**config.mk**
```make
export PLATFORM = sky130hd
export DESIGN_NAME = chunked_serial_adder
export DESIGN_NICKNAME = d
export VERILOG_FILES = /design/src/rtl/chunked_serial_adder_pkg.sv /design/src/rtl/chunked_serial_adder_chunk_adder.sv /design/src/rtl/chunked_serial_adder.sv
export SDC_FILE = /design/constraint.sdc
export NUM_CORES = 1
export LEC_CHECK = 0
export ABC_AREA = 1
export BUFFER_PORTS_ARGS = -buffer_cell sky130_fd_sc_hd__buf_4
export CAP_MARGIN = 0
export CORE_ASPECT_RATIO = 1.25
export CORE_MARGIN = 4
export CORE_UTILIZATION = 54
export DETAILED_ROUTE_END_ITERATION = 12
export PLACE_DENSITY = 0.82
export REMOVE_ABC_BUFFERS = 1
export SLEW_MARGIN = 20
export SYNTH_ARGS = -nofsm -noshare
export SYNTH_HDL_FRONTEND = slang
export SYNTH_SLANG_ARGS = --single-unit
```
**constraint.sdc**
```tcl
create_clock -name clk -period 2.3 [get_ports clk]
set_clock_uncertainty 0.05 [all_clocks]
set_input_delay 0.115 -clock clk [delete_from_list [all_inputs] [get_ports clk]]
set_output_delay 0.115 -clock clk [all_outputs]
set_load 0.01 [all_outputs]
```
**src/rtl/chunked_serial_adder_pkg.sv**
```systemverilog
// Shared definitions for the chunked serial adder: FSM state encoding and
// the chunk-counter width helper.
package chunked_serial_adder_pkg;

  typedef enum logic [1:0] {
    ST_IDLE = 2'd0,
    ST_RUN  = 2'd1,
    ST_DONE = 2'd2
  } state_e;

  // Counter width for n chunks; a single-chunk configuration still needs one bit.
  function automatic int unsigned cnt_width(input int unsigned n);
    return (n > 1) ? $clog2(n) : 1;
  endfunction

endpackage

```
**src/rtl/chunked_serial_adder_chunk_adder.sv**
```systemverilog
// Combinational CHUNK-bit adder slice: s = a + b + ci, co = carry out.
// With OVERFLOW_FLAG_EN defined it also exposes c_msb, the carry into the
// top bit of the slice, used for signed-overflow detection.
module chunk_adder
  import chunked_serial_adder_pkg::*;
#(
  parameter int unsigned CHUNK = 4
) (
  input  logic [CHUNK-1:0] a,
  input  logic [CHUNK-1:0] b,
  input  logic             ci,
  output logic [CHUNK-1:0] s,
  output logic             co
`ifdef OVERFLOW_FLAG_EN
  ,
  output logic             c_msb
`endif
);

  logic [CHUNK:0] full;

  // Add the slice with one guard bit; the carry into the MSB is recovered
  // from the MSB sum bit and the two MSB operand bits.
  always_comb begin
    full  = {1'b0, a} + {1'b0, b} + {{CHUNK{1'b0}}, ci};
    s     = full[CHUNK-1:0];
    co    = full[CHUNK];
`ifdef OVERFLOW_FLAG_EN
    c_msb = full[CHUNK-1] ^ a[CHUNK-1] ^ b[CHUNK-1];
`endif
  end

endmodule

```
**src/rtl/chunked_serial_adder.sv**
```systemverilog
// Multi-cycle WIDTH-bit adder computing a + b + cin CHUNK bits per clock,
// LSB chunk first, behind valid/ready handshakes with one operation in flight.
// Optional macro OVERFLOW_FLAG_EN adds the signed-overflow output ovf.
module chunked_serial_adder
  import chunked_serial_adder_pkg::*;
#(
  parameter int unsigned WIDTH = 16,
  parameter int unsigned CHUNK = 4
) (
  input  logic             clk,
  input  logic             rst_n,
  input  logic             in_valid,
  output logic             in_ready,
  input  logic [WIDTH-1:0] a,
  input  logic [WIDTH-1:0] b,
  input  logic             cin,
  output logic             out_valid,
  input  logic             out_ready,
  output logic [WIDTH-1:0] sum,
  output logic             cout
`ifdef OVERFLOW_FLAG_EN
  ,
  output logic             ovf
`endif
);

  localparam int unsigned NCHUNK = WIDTH / CHUNK;
  localparam int unsigned CW     = cnt_width(NCHUNK);
  localparam logic [CW-1:0] LAST = CW'(NCHUNK - 1);

  if (WIDTH < 2 || CHUNK < 1 || CHUNK > WIDTH || (WIDTH % CHUNK) != 0) begin : g_bad_cfg
    $error("chunked_serial_adder: illegal WIDTH/CHUNK combination");
  end

  state_e           state_q, state_d;
  logic [WIDTH-1:0] a_sh_q, a_sh_d;
  logic [WIDTH-1:0] b_sh_q, b_sh_d;
  logic             carry_q, carry_d;
  logic [CW-1:0]    cnt_q, cnt_d;
  logic [WIDTH-1:0] sum_q, sum_d;
  logic             cout_q, cout_d;
  logic             out_valid_q, out_valid_d;

  logic [CHUNK-1:0] chunk_s;
  logic             chunk_co;
`ifdef OVERFLOW_FLAG_EN
  logic             chunk_c_msb;
  logic             ovf_q, ovf_d;
`endif

  chunk_adder #(
    .CHUNK (CHUNK)
  ) u_chunk_adder (
    .a     (a_sh_q[CHUNK-1:0]),
    .b     (b_sh_q[CHUNK-1:0]),
    .ci    (carry_q),
    .s     (chunk_s),
    .co    (chunk_co)
`ifdef OVERFLOW_FLAG_EN
    ,
    .c_msb (chunk_c_msb)
`endif
  );

  assign in_ready  = (state_q == ST_IDLE) && rst_n;
  assign out_valid = out_valid_q;
  assign sum       = sum_q;
  assign cout      = cout_q;
`ifdef OVERFLOW_FLAG_EN
  assign ovf       = ovf_q;
`endif

  // Next-state and datapath: accept in IDLE, one chunk per cycle in RUN,
  // hold the result in DONE until the consumer takes it.
  always_comb begin
    state_d     = state_q;
    a_sh_d      = a_sh_q;
    b_sh_d      = b_sh_q;
    carry_d     = carry_q;
    cnt_d       = cnt_q;
    sum_d       = sum_q;
    cout_d      = cout_q;
    out_valid_d = out_valid_q;
`ifdef OVERFLOW_FLAG_EN
    ovf_d       = ovf_q;
`endif
    unique case (state_q)
      ST_IDLE: begin
        if (in_valid && in_ready) begin
          state_d = ST_RUN;
          a_sh_d  = a;
          b_sh_d  = b;
          carry_d = cin;
          cnt_d   = '0;
          sum_d   = '0;
          cout_d  = 1'b0;
`ifdef OVERFLOW_FLAG_EN
          ovf_d   = 1'b0;
`endif
        end
      end
      ST_RUN: begin
        // Each new chunk enters at the MSB end so after NCHUNK shifts the
        // first (LSB) chunk has arrived at bit 0.
        sum_d   = (sum_q >> CHUNK) | (WIDTH'(chunk_s) << (WIDTH - CHUNK));
        a_sh_d  = a_sh_q >> CHUNK;
        b_sh_d  = b_sh_q >> CHUNK;
        carry_d = chunk_co;
        cnt_d   = cnt_q + CW'(1);
        if (cnt_q == LAST) begin
          state_d     = ST_DONE;
          out_valid_d = 1'b1;
          cout_d      = chunk_co;
`ifdef OVERFLOW_FLAG_EN
          ovf_d       = chunk_c_msb ^ chunk_co;
`endif
        end
      end
      ST_DONE: begin
        if (out_valid_q && out_ready) begin
          state_d     = ST_IDLE;
          out_valid_d = 1'b0;
        end
      end
      default: begin
        state_d     = ST_IDLE;
        out_valid_d = 1'b0;
      end
    endcase
  end

  // State and output registers, all cleared by the asynchronous reset.
  always_ff @(posedge clk or negedge rst_n) begin
    if (!rst_n) begin
      state_q     <= ST_IDLE;
      a_sh_q      <= '0;
      b_sh_q      <= '0;
      carry_q     <= 1'b0;
      cnt_q       <= '0;
      sum_q       <= '0;
      cout_q      <= 1'b0;
      out_valid_q <= 1'b0;
`ifdef OVERFLOW_FLAG_EN
      ovf_q       <= 1'b0;
`endif
    end else begin
      state_q     <= state_d;
      a_sh_q      <= a_sh_d;
      b_sh_q      <= b_sh_d;
      carry_q     <= carry_d;
      cnt_q       <= cnt_d;
      sum_q       <= sum_d;
      cout_q      <= cout_d;
      out_valid_q <= out_valid_d;
`ifdef OVERFLOW_FLAG_EN
      ovf_q       <= ovf_d;
`endif
    end
  end

endmodule
```
==> metrics.csv, run 1 <==
stage,metric,value,unit
sta,actual slew at the worst max-slew pin,666.0,ps
final_layout,"commonest non-fill, non-tap cell in the layout",nand2_1,
cts,Post-CTS Setup Bufs,0,
cts,CTS root buf,clkbuf_8,
routing,routed len/inst,12.35,um
setup_path,crit path DAT,2020,ps
cts,CTS tree,yes,
min_path,Worst Hold Class,in -> reg,
power_and_ir_drop,Clk pwr share,13.6,%
global_routing,largest net degree at the start of global routing,53,
power_and_ir_drop,Leak,1.633,nW
final_layout,Syn-to-layout area delta,23.86,%
global_routing,GR met3 Demand/Resource,4.265,%
cts,Sinks on Clock Net,55,
synth,warnings from Yosys,0,
synth,Synth Area in Adders,3.521,%
setup_path,R2R cell count,8,
power_and_ir_drop,Flop pwr share,38.2,%
power_and_ir_drop,Int Power,2.458,mW
min_path,hold endpoint,a_sh_q[15],
min_path,hold path startpoint,a[15],
setup_path,slowest cell on the critical path,fa_1,
sta,Setup TNS,0,ps
sta,post-route setup slack,447.8,ps
setup_path,Crit Path Class,reg -> reg,
sta,Final Setup Violations,0,
routing,Iter 0 DRT Violations,95,
die,core area,4493,um^2
global_routing,global routing's busiest layer,met2,
die,Top Ports,56,
synth,Synth Area in Compound Gates,14.43,%
synth,sequential fraction of the synthesis area,53.79,%
cts,H-tree level count,2,
die,die footprint,5911,um^2
final_layout,nets@finish,404,
routing,Detailed Routing Iterations Pass 1,5,
global_routing,All-Layer GR Usage,18.51,%
sta,period utilization,80.53,%
setup_path,crit-path cells,fa_1 > fa_1 > nand3_1 > nand3_1 > nand2_1 > nand2_1 > nand2_1 > nand2_1,
cts,CTS Buffer Depth,2,
sta,Worst slew margin,55.36,%
placed_design,placed cell count,404,
final_layout,Final Non-Filler Cells,420,
synth,post-synthesis simple-gate area fraction,18.29,%
global_routing,Overflow after GRT,0,
final_layout,n_diodes,0,
setup_path,Bufs and invs on worst path,0,
job,max_cap viols,0,
routing,DRC Markers,0,
placed_design,routability cong.,0.7831,
setup_path,CP Launch Type,flip-flop,
sta,Fmax,0.5399,GHz
synth,Post-Syn Area,2559,um^2
synth,mux contribution to synthesized area,0,%
power_and_ir_drop,Logic pwr share,48.2,%
final_layout,area of the multi-input gates,927.1,um^2
synth,Gate Count Post-Synth,302,
die,die height,84.96,um
setup_path,most frequent CP cell,nand2_1,
setup_path,worst flop-to-flop path endpoint,carry_q,
final_layout,fill cell count,356,
placed_design,DP Area,2985,um^2
final_layout,layout cells sized above 1,19.89,%
setup_path,endpoint class of the critical path,flip-flop,
setup_path,r2r setup slk,450,ps
setup_path,worst-path maximum fanout,3,
routing,Post-Route WL,5189,um
placed_design,worst slack at placement,466.2,ps
cts,worst skew pair latency,310,ps
setup_path,cell family with most CP delay,adder cells,
synth,Yosys reg bits,55,
placed_design,HPWL after detailed placement,3661,um
sta,final-report max-slew violation count,0,
synth,Unique masters post-synth,20,
synth,most common flop cell mapped by yosys,dfrtp_1,
setup_path,reg-to-reg startpoint,a_sh_q[0],
final_layout,post-layout instance area,3169,um^2
power_and_ir_drop,switching share of power,41.95,%
synth,largest family of logic cells by synthesized area,simple AND/OR/NAND/NOR gates,
setup_path,critical path required time,2460,ps
sta,fin crit period,1852,ps
cts,CTS Buf Count,5,
cts,post_cts resized,0,
final_layout,most frequent cells in the layout,"nand2_1 (90), buf_4 (57), dfrtp_1 (55)",
placed_design,port bufs,55,
synth,Synth Area in XOR/XNOR,0,%
global_routing,first-pass GRT wire length,8880,um
die,FP Rows,27,
synth,Syn Area/Cell,8.473,um^2
run_status,outcome,finished clean,
sta,unrepaired setup endpoints after global routing,no,
cts,hold_buf cts,8,
routing,Vias/cell,5.050,
die,initial core utilization,56.95,%
min_path,Min-Delay Path Depth,3,
power_and_ir_drop,Pwr Density,1336,nW/um^2
power_and_ir_drop,Psw,1.776,mW
global_routing,GR Layer Usage met2,32.99,%
global_routing,via count of the first global-routing pass,2033,
power_and_ir_drop,Peak supply drop,0.6398,mV
global_routing,initial antenna violation count,0,
synth,Post-synth EDFFs,0,
routing,Via Count,2121,
die,chip width,69.57,um
routing,ANT nets after route,0,
final_layout,flip-flop and latch area,1376,um^2
setup_path,Crit path largest cell delay,470,ps
sta,Fin. Hold Viols,0,
synth,ys async rst share,100.0,%
cts,Clock transition at path regs,90,ps
global_routing,GR Util met1,21.88,%
[per-layer routing]
| layer | routed length [um] | share of wire [%] | vias to the layer above |
|---|---|---|---|
| li1 | - | - | 1073 |
| met1 | 2264 | 44 | 986 |
| met2 | 2578 | 50 | 50 |
| met3 | 259 | 5.0 | 12 |
| met4 | 85 | 1.6 | 0 |
| met5 | 0 | 0 | - |
[worst max-delay path by stage]
stage / depth (start not counted) / slack [ps] / end / start
2_1_floorplan: 8 / 560 / carry_q / a_sh_q[0]
3_3_place_gp: 8 / 520 / carry_q / a_sh_q[0]
3_5_place_dp: 8 / 470 / carry_q / a_sh_q[0]
4_1_cts: 8 / 430 / carry_q / a_sh_q[0]
5_1_grt: 8 / 350 / carry_q / a_sh_q[0]
6_report: 8 / 450 / carry_q / a_sh_q[0]
[metrics by stage]
| stage | hold WS, ps | utilization, % | total power, mW |
|---|---|---|---|
| final | 15.00 | 70.54 | 4.234 |
| after global routing | 46.22 | 70.54 | 4.636 |
| after CTS | 16.83 | 70.54 | 4.288 |
| after detailed placement | -111.6 | 66.44 | 3.687 |
| after global placement | -115.3 | 66.44 | 3.573 |
| after floorplan | -230.6 | - | 2.940 |
[Yosys cell counts (2+ instances only)]
cell type	count	share of area, %
inv_1	41	6.0
o21ai_1	28	5.5
o21ai_0	33	6.5
nor2_1	4	0.59
inv_2	2	0.29
nand2_1	90	13
dfrtp_1	55	54
nand3_1	13	2.5
nand2_4	2	0.88
buf_2	5	0.98
fa_1	2	1.6
a21oi_1	4	0.78
buf_4	7	2.1
ha_1	4	2.0
o22ai_1	7	1.7
[power groups by stage]
stage	clock [mW]	combinational, mW	sequential (mW)
6_report	0.577	2.04	1.62
5_1_grt	0.630	2.34	1.67
4_1_cts	0.597	2.07	1.62
3_5_place_dp	0	2.05	1.64
3_3_place_gp	0	1.96	1.62
2_1_floorplan	0	1.28	1.66
[kinds of logic (layout without fill, tap and decap cells)]
group,Yosys count,in the layout
AO/OA/AOI/OAI,72,72
adder cells (fa/ha/maj),6,6
buffers and inverters,57,117
flip-flops,55,55
AND/OR/NAND/NOR,112,112
[layout make-up]
type / count / share of cell area (%)
flip-flops and latches: 55 / 43.43
well taps: 58 / 2.290
clock buffers: 7 / 3.040
multi-input cells: 190 / 29.25
repair buffers: 66 / 16.66
clock inverters: 1 / 0.2369
inverters: 43 / 5.093
[state kept, by name, summed over array words and instances, names as in the netlist]
register / count
cout: 1
carry_q: 1
b_sh_q: 16
a_sh_q: 16
sum: 16
out_valid: 1
state_q: 2
cnt_q: 2
[worst register-to-register path, stage by stage, from the launching register on]
cell and delay (ps):
dfrtp_1 410, fa_1 470, fa_1 430, nand3_1 100
nand3_1 60, nand2_1 80, nand2_1 60, nand2_1 50
nand2_1 40
No activity file was read; power rests on OpenSTA's default activity.
==> inputs of run 2 (changes only) <==
Clock period 2.3 ns to 1.9 ns, I/O delays scaled along.
==> metrics.csv, run 2 (synthesis gave the netlist of run 1 again) <==
stage,metric,value,unit,change
power_and_ir_drop,Tot Pwr,5.284,mW,+25%
setup_path,critical path required time,2060,ps,-400 ps
sta,unrepaired setup endpoints after global routing,no,,
run_status,outcome,finished clean,,
placed_design,routability cong.,0.7456,,-4.8%
setup_path,crit path DAT,1970,ps,-50 ps
sta,Setup TNS,0,ps,unchanged
sta,final-report max-slew violation count,0,,unchanged
power_and_ir_drop,Psw,2.190,mW,+23%
routing,Iter 0 DRT Violations,143,,+51%
setup_path,endpoint class of the critical path,flip-flop,,
final_layout,layout cells sized above 1,20.33,%,+0.44 points
routing,Vias/cell,5.069,,+0.37%
final_layout,area of the multi-input gates,935.9,um^2,+0.94%
placed_design,HPWL after detailed placement,3679,um,+0.49%
min_path,Worst Hold Class,in -> reg,,
cts,CTS Buf Count,5,,unchanged
routing,Post-Route WL,5378,um,+3.6%
power_and_ir_drop,Clk pwr share,15.0,%,+1.4 points
global_routing,initial antenna violation count,0,,unchanged
sta,Hold Worst Slack,27.05,ps,+12.05 ps
power_and_ir_drop,Flop pwr share,37.4,%,-0.8 points
die,core area,4493,um^2,unchanged
cts,CTS tree,yes,,
power_and_ir_drop,Logic pwr share,47.6,%,-0.6 points
final_layout,fill cell count,381,,+7.0%
die,FP Rows,27,,unchanged
sta,Fmax,0.5500,GHz,+1.9%
final_layout,flip-flop and latch area,1376,um^2,unchanged
die,initial core utilization,56.95,%,unchanged
cts,worst skew pair latency,310,ps,about the same
setup_path,slowest cell on the critical path,dfrtp_1,,
final_layout,Syn-to-layout area delta,25.43,%,
cts,Clock transition at path regs,90,ps,about the same
final_layout,n_diodes,0,,unchanged
sta,Fin. Hold Viols,0,,unchanged
setup_path,Worst Setup EP,carry_q,,
power_and_ir_drop,Leak,1.651,nW,+1.1%
global_routing,first-pass GRT wire length,9273,um,+4.4%
final_layout,"commonest non-fill, non-tap cell in the layout",nand2_1,,
setup_path,CP Launch Type,flip-flop,,
die,die height,84.96,um,unchanged
routing,DRC Markers,0,,unchanged
global_routing,via count of the first global-routing pass,2107,,+3.6%
cts,CTS root buf,clkbuf_8,,
setup_path,R2R cell count,8,,unchanged
sta,Worst slew margin,59.13,%,+3.8 points
die,chip width,69.57,um,unchanged
final_layout,most frequent cells in the layout,"nand2_1 (90), buf_4 (58), dfrtp_1 (55)",,
die,die footprint,5911,um^2,unchanged
final_layout,Util after Layout,71.43,%,+0.89 points
setup_path,most frequent CP cell,nand2_1,,
final_layout,nets@finish,406,,+0.50%
sta,post-route setup slack,81.72,ps,-366.1 ps
setup_path,worst-path maximum fanout,3,,unchanged
cts,H-tree level count,2,,unchanged
setup_path,cell family with most CP delay,adder cells,,
setup_path,worst flop-to-flop path endpoint,carry_q,,
cts,CTS Buffer Depth,2,,unchanged
setup_path,Crit. path cell count,8,,unchanged
global_routing,All-Layer GR Usage,19.29,%,+0.78 points
power_and_ir_drop,Int Power,3.094,mW,+26%
power_and_ir_drop,Peak supply drop,0.7457,mV,+17%
cts,Post-CTS Setup Bufs,0,,unchanged
die,Top Ports,56,,unchanged
job,max_cap viols,0,,unchanged
setup_path,Crit path largest cell delay,410,ps,-60 ps
placed_design,DP Area,2993,um^2,+0.25%
global_routing,largest net degree at the start of global routing,51,,-3.8%
final_layout,post-layout instance area,3209,um^2,+1.3%
global_routing,Overflow after GRT,0,,unchanged
setup_path,Worst Setup SP,a_sh_q[0],,
final_layout,Final Non-Filler Cells,422,,+0.48%
routing,ANT nets after route,0,,unchanged
setup_path,r2r setup slk,80,ps,-370 ps
power_and_ir_drop,Pwr Density,1646,nW/um^2,+23%
setup_path,Crit Path Class,reg -> reg,,
placed_design,placed cell count,405,,+0.25%
routing,routed len/inst,12.74,um,+3.2%
setup_path,crit-path cells,fa_2 > fa_1 > nand3_1 > nand3_1 > nand2_1 > nand2_1 > nand2_1 > nand2_1,,
routing,Via Count,2139,,+0.85%
placed_design,port bufs,55,,unchanged
setup_path,Bufs and invs on worst path,0,,unchanged
sta,fin crit period,1818,ps,-33.93 ps
placed_design,worst slack at placement,50.78,ps,-415.4 ps
sta,actual slew at the worst max-slew pin,613.0,ps,-52.99 ps
routing,Detailed Routing Iterations Pass 1,4,,-1
setup_path,reg-to-reg startpoint,a_sh_q[0],,
sta,Final Setup Violations,0,,unchanged
power_and_ir_drop,switching share of power,41.45,%,-0.51 points
cts,Sinks on Clock Net,55,,unchanged
sta,period utilization,95.70,%,+15 points
-- run 2: layout make-up --
type	instances	area share (%)
Clock buffer	6	2.573
Clock inverter	2	1.092
Inverter	43	5.029
Multi-Input combinational cell	190	29.16
Sequential cell	55	42.88
Tap cell	58	2.261
Timing Repair Buffer	68	17.00
-- run 2: how the worst min path moves through the flow --
stage | slack, ps | cells past startpoint | from | endpoint
2_1_floorplan | -250 | 0 | rst_n | a_sh_q[0]
3_3_place_gp | -130 | 1 | rst_n | out_valid
3_5_place_dp | -130 | 1 | rst_n | out_valid
4_1_cts | 30 | 4 | out_ready | state_q[1]
5_1_grt | 40 | 5 | cin | carry_q
6_report | 30 | 4 | out_ready | state_q[1]
-- run 2: repair_timing --
action	in CTS	in global routing
resized for setup	0	2
hold endpoints to repair	63	0
hold buffers	9	0
setup endpoints to repair	0	2
-- run 2: routing by layer --
metal | track usage, % | vias up | wire [um]
li1 | - | 1080 | -
met1 | 22.32 | 984 | 2241
met2 | 35.59 | 64 | 2726
met3 | 4.147 | 11 | 320
met4 | 5.684 | 0 | 89
met5 | 0 | - | 0
-- run 2: power by group through the flow --
stage	logic, mW	registers, mW	clock network (mW)
final	2.52	1.97	0.795
after CTS	2.53	1.97	0.809
after global routing	2.89	2.03	0.864
after global placement	2.39	1.96	0
after floorplan	1.55	2.01	0
after detailed placement	2.49	1.99	0
-- run 2: tightest hold or removal path: stages --
cell,delay (ps)
buf_4,70
nand2_1,60
nand3_1,80
nand2_1,50
